[src/rtl/dc_miss_ctrl.sv]
// Data-cache miss controller: optional victim write-back, line read, fill.
// Define DCACHE_WRITEBACK_EN to enable write-back of dirty victims.
module dc_miss_ctrl (
  input  logic         clk_i,
  input  logic         rst_i,
  input  logic         kill_i,
  input  logic         c_miss_i,
  input  logic [19:0]  c_addr_i,
  input  logic [1:0]   c_lru_way_i,
  input  logic         victim_dirty_i,
  input  logic [15:0]  victim_line_addr_i,
  input  logic [127:0] victim_data_i,
  output logic         mem_req_o,
  output logic         mem_we_o,
  output logic [19:0]  mem_addr_o,
  output logic [127:0] mem_wdata_o,
  input  logic         mem_ready_i,
  input  logic [127:0] mem_rdata_i,
  output logic         fill_en_o,
  output logic [1:0]   fill_way_o,
  output logic [19:0]  fill_addr_o,
  output logic [127:0] fill_data_o,
  output logic         stall_core_o,
  output logic [31:0]  miss_count_o
);

  typedef enum logic [2:0] {
    IDLE     = 3'd0,
`ifdef DCACHE_WRITEBACK_EN
    WB_REQ   = 3'd1,
`endif
    FILL_REQ = 3'd2,
    FILL     = 3'd3,
    DONE     = 3'd4
  } state_t;

  state_t state_q, state_d;

  logic [15:0]  line_q;
  logic [1:0]   way_q;
  logic [127:0] rdata_q;
  logic [31:0]  miss_cnt_q;
  logic         accept;

`ifdef DCACHE_WRITEBACK_EN
  logic [15:0]  vline_q;
  logic [127:0] vdata_q;
  logic         unused;
  assign unused = ^c_addr_i[3:0];
`else
  logic         unused;
  assign unused = ^{c_addr_i[3:0], victim_dirty_i,
                    victim_line_addr_i, victim_data_i};
`endif

  assign accept = (state_q == IDLE) & c_miss_i & ~kill_i;

  always_ff @(posedge clk_i) begin
    if (rst_i) begin
      state_q    <= IDLE;
      line_q     <= '0;
      way_q      <= '0;
      rdata_q    <= '0;
      miss_cnt_q <= '0;
`ifdef DCACHE_WRITEBACK_EN
      vline_q    <= '0;
      vdata_q    <= '0;
`endif
    end else begin
      state_q <= state_d;
      if (accept) begin
        line_q <= c_addr_i[19:4];
        way_q  <= c_lru_way_i;
`ifdef DCACHE_WRITEBACK_EN
        vline_q <= victim_line_addr_i;
        vdata_q <= victim_data_i;
`endif
        if (miss_cnt_q != 32'hFFFF_FFFF)
          miss_cnt_q <= miss_cnt_q + 32'd1;
      end
      if (state_q == FILL_REQ && mem_ready_i)
        rdata_q <= mem_rdata_i;
    end
  end

  always_comb begin
    state_d      = state_q;
    mem_req_o    = 1'b0;
    mem_we_o     = 1'b0;
    mem_addr_o   = '0;
    mem_wdata_o  = '0;
    fill_en_o    = 1'b0;
    fill_way_o   = '0;
    fill_addr_o  = '0;
    fill_data_o  = '0;
    stall_core_o = 1'b0;
    unique case (state_q)
      IDLE: begin
        if (accept) begin
          stall_core_o = 1'b1;
`ifdef DCACHE_WRITEBACK_EN
          state_d = victim_dirty_i ? WB_REQ : FILL_REQ;
`else
          state_d = FILL_REQ;
`endif
        end
      end
`ifdef DCACHE_WRITEBACK_EN
      WB_REQ: begin
        stall_core_o = 1'b1;
        mem_req_o    = 1'b1;
        mem_we_o     = 1'b1;
        mem_addr_o   = {vline_q, 4'b0};
        mem_wdata_o  = vdata_q;
        if (mem_ready_i) state_d = FILL_REQ;
      end
`endif
      FILL_REQ: begin
        stall_core_o = 1'b1;
        mem_req_o    = 1'b1;
        mem_addr_o   = {line_q, 4'b0};
        if (mem_ready_i) state_d = FILL;
      end
      FILL: begin
        stall_core_o = 1'b1;
        fill_en_o    = 1'b1;
        fill_way_o   = way_q;
        fill_addr_o  = {line_q, 4'b0};
        fill_data_o  = rdata_q;
        state_d      = DONE;
      end
      DONE:    state_d = IDLE;
      default: state_d = IDLE;
    endcase
  end

  assign miss_count_o = miss_cnt_q;

endmodule

[config.mk]
export PLATFORM = sky130hd
export DESIGN_NAME = dc_miss_ctrl
export DESIGN_NICKNAME = d
export VERILOG_FILES = /design/src/rtl/dc_miss_ctrl.sv
export SDC_FILE = /design/constraint.sdc
export NUM_CORES = 1
export LEC_CHECK = 0
export CAP_MARGIN = 30
export CORE_AREA = 2 2 243 245
export CTS_CLUSTER_SIZE = 8
export DETAILED_ROUTE_END_ITERATION = 8
export DIE_AREA = 0 0 245 247
export HOLD_SLACK_MARGIN = 0.15
export PLACE_DENSITY_LB_ADDON = 0.15
export SLEW_MARGIN = 30
export SYNTH_ARGS = -nofsm -noshare
export SYNTH_HDL_FRONTEND = slang
export SYNTH_SLANG_ARGS = --single-unit
[constraint.sdc]
create_clock -name clk_i -period 3.1 [get_ports clk_i]
set_input_delay 0.93 -clock clk_i [delete_from_list [all_inputs] [get_ports clk_i]]
set_output_delay 0.93 -clock clk_i [all_outputs]
set_load 0.02 [all_outputs]
==> run_results.csv <==
group,metric,value,unit
clock_tree,htreeDepth,4,
place,post_dp_cell_area,0.0128,mm^2
global_routing,antenna_found_initial,1,
sta,fin_crit_sh,97.4,%
logic_synthesis,syn_avg_cell_area,7.51,um^2
sta,grt_setup_unrepaired,"false",
cells_and_area,regArea,0.00363,mm^2
logic_synthesis,synth_most_common_cell,"nand2_1",
logic_synthesis,ys_seq_area_share,41.2,%
clock_tree,root_buffer,"clkbuf_16",
logic_synthesis,synth_edf_count,0,
global_routing,grt-ovfl-total,0,
die,die_h,247,um
cells_and_area,final_nets,1786,
power,vdd_ir_drop_max,0.399,mV
die,die_area,0.0605,mm^2
cells_and_area,multi_input_area,0.00432,mm^2
die,fp.dieW,245,um
clock_tree,clk_pin_slew,0.07,ns
die,start_util,15.1,%
route,wire_per_inst,15.8,um
clock_tree,cts_tree,"done",
cells_and_area,nFillCells,6509,
cells_and_area,drive_above_1_share,6.15,%
sta,fmax,331,MHz
status,outcome,"completed",
route,vias,8553,
worst_setup_path,setup.worst_path.class,"input pin to output port",
logic_synthesis,synth-main-ff-cell,"dfxtp_1",
place,dpl.hpwl,24800,um
route,firstDrtPassIters,4,
logic_synthesis,ys_types,40,
sta,tightest_slew,0.832,ns
logic_synthesis,synth_top_area_share,41.2,%
worst_setup_path,worstPathArrival,2.09,ns
power,p_per_area,403,mW/mm^2
worst_setup_path,path_max_fanout,3,
die,core-area,0.0582,mm^2
sta,hold_viol_final,0,
power,finalPower,5.39,mW
logic_synthesis,async_flop_share,0,%
clock_tree,cts.sinks,181,
global_routing,first_global_vias,8043,
logic_synthesis,yosysTopAreaCell,"dfxtp_1",
run,drv_cap,0,
sta,setup_violations,0,
sta,min_period,3.02,ns
sta,fin_skew,0.0161,ns
worst_hold_path,hold_class,"flop to flop",
global_routing,track_usage,11.6,%
global_routing,grt_start_max_net_pins,59,
global_routing,grt_pass1_wl,52200,um
sta,whs,0.450,ns
worst_setup_path,cp-start-kind,"input pin",
sta,fin_setup_tns,0,ns
sta,slew_violations,0,
route,routed_wl,35800,um
route,drc,0,
cells_and_area,utilization,22.9,%
clock_tree,post_cts_buffers,0,
die,num_rows,89,
route,drt_iter0_markers,280,
clock_tree,cts_made_buffers,17,
worst_setup_path,crit_path_end_kind,"output port",
clock_tree,clk_latency,0.49,ns
logic_synthesis,synth_seq_cells,181,
route,antenna_left,0,
die,ios,634,
cells_and_area,area_growth,51.9,%
logic_synthesis,netlist_area,0.00880,mm^2
place,numPortBuffers,347,
logic_synthesis,synthTopCellsByArea,"dfxtp_1 41%, nand2_1 13%, buf_4 12%",
power,p_leak,6.34,nW
clock_tree,cts.path.max_buffers,2,
sta,slew_headroom,43.7,%
logic_synthesis,yosysWarningCount,0,
worst_setup_path,cp.required,2.17,ns
logic_synthesis,synth_commonest_cells,"303 x nand2_1, 181 x dfxtp_1, 168 x a21oi_1",
logic_synthesis,synthCells,1171,
cells_and_area,fin_area,0.0134,mm^2
place,place.gp.congestion,0.726,
route,via_per_inst,3.77,
==> area by class of cell <==
type	count	share of cell area [%]
well taps	773	7.24
repair buffers	387	28.8
multi-input cells	891	32.3
flip-flops and latches	181	27.1
inverters	7	0.197
clock buffers	19	3.39
diodes	1	0.0187
clock inverters	12	0.871
==> final timing paths <==
path,startpoint,end,cells after the start,slack (ns)
worst min register to register,rdata_q[30],rdata_q[30],2,0.45
worst min-delay path,rdata_q[30],rdata_q[30],2,0.45
worst max register to register,miss_count_o[14],miss_count_o[28],5,0.49
worst max-delay path,c_miss_i,stall_core_o,5,0.08
==> cells in the final DEF, fill, tap and decap left out, types with 9 or more instances in the layout <==
cell             netlist  final
nand2_1              303    302
clkdlybuf4s50_1        0    184
dfxtp_1              181    180
a21oi_1              168    168
and3_1               150    150
dlygate4sd2_1          0    139
conb_1                 1    137
buf_4                137     25
dlymetal6s2s_1         0     21
and2_1                20     19
or3_1                 18     18
clkbuf_16              0     17
o21ai_0               16     16
nor2_1                16     14
buf_12                 0     12
nand3_1                9      9
==> timing repair <==
| action | in CTS | in global routing |
|---|---|---|
| cloned | 1 | 0 |
| hold endpoints to repair | 0 | 0 |
| pin swaps | 0 | 0 |
| setup endpoints to repair | 162 | 22 |
| gates resized for setup | 151 | 23 |
| hold buffers | 0 | 0 |
==> critical path, stage by stage <==
cell             delay [ns]
clkdlybuf4s50_1        0.50
nand2b_4               0.09
or2_2                  0.32
nand2_1                0.07
clkbuf_4               0.17
==> metrics by stage <==
stage / worst slack (ns) / cells
global placement: -0.497 / 2238
global route: 0.0114 / 2270
floorplan: 0.215 / 1307
detailed placement: -0.488 / 2238
finish: 0.0802 / 2271
CTS: -0.0656 / 2270
==> cells by family after synthesis <==
group	count (synthesis)	synth area share, %
AO/OA/AOI/OAI	197	11.7
AND/OR/NAND/NOR	548	30.1
other	1	0.0426
adder cells (fa/ha/maj)	1	0.142
buffers and inverters	235	15.9
XOR/XNOR	4	0.398
flip-flops	181	41.2
multiplexers	4	0.498
==> layer usage <==
layer | vias to the layer above | share of wire, % | global-route usage (%)
li1 | 4240 | - | -
met5 | - | 0 | 0
met2 | 255 | 49 | 19.4
met1 | 4037 | 42 | 13.8
met4 | 0 | 1.5 | 4.04
met3 | 21 | 7.3 | 4.06
==> report_power, final <==
part | total, mW | internal (mW) | switching, mW
Sequential | 2.43 | 2.39 | 0.0349
Clock | 2.25 | 1.16 | 1.09
Combinational | 0.716 | 0.288 | 0.429
Total | 5.39 | 3.84 | 1.55
==> state kept, by name, summed over array words and instances (netlist names) <==
name,flops
line_q,16
miss_count_o,32
way_q,2
state_q,3
rdata_q,128
No activity file was read; power rests on OpenSTA's default activity.
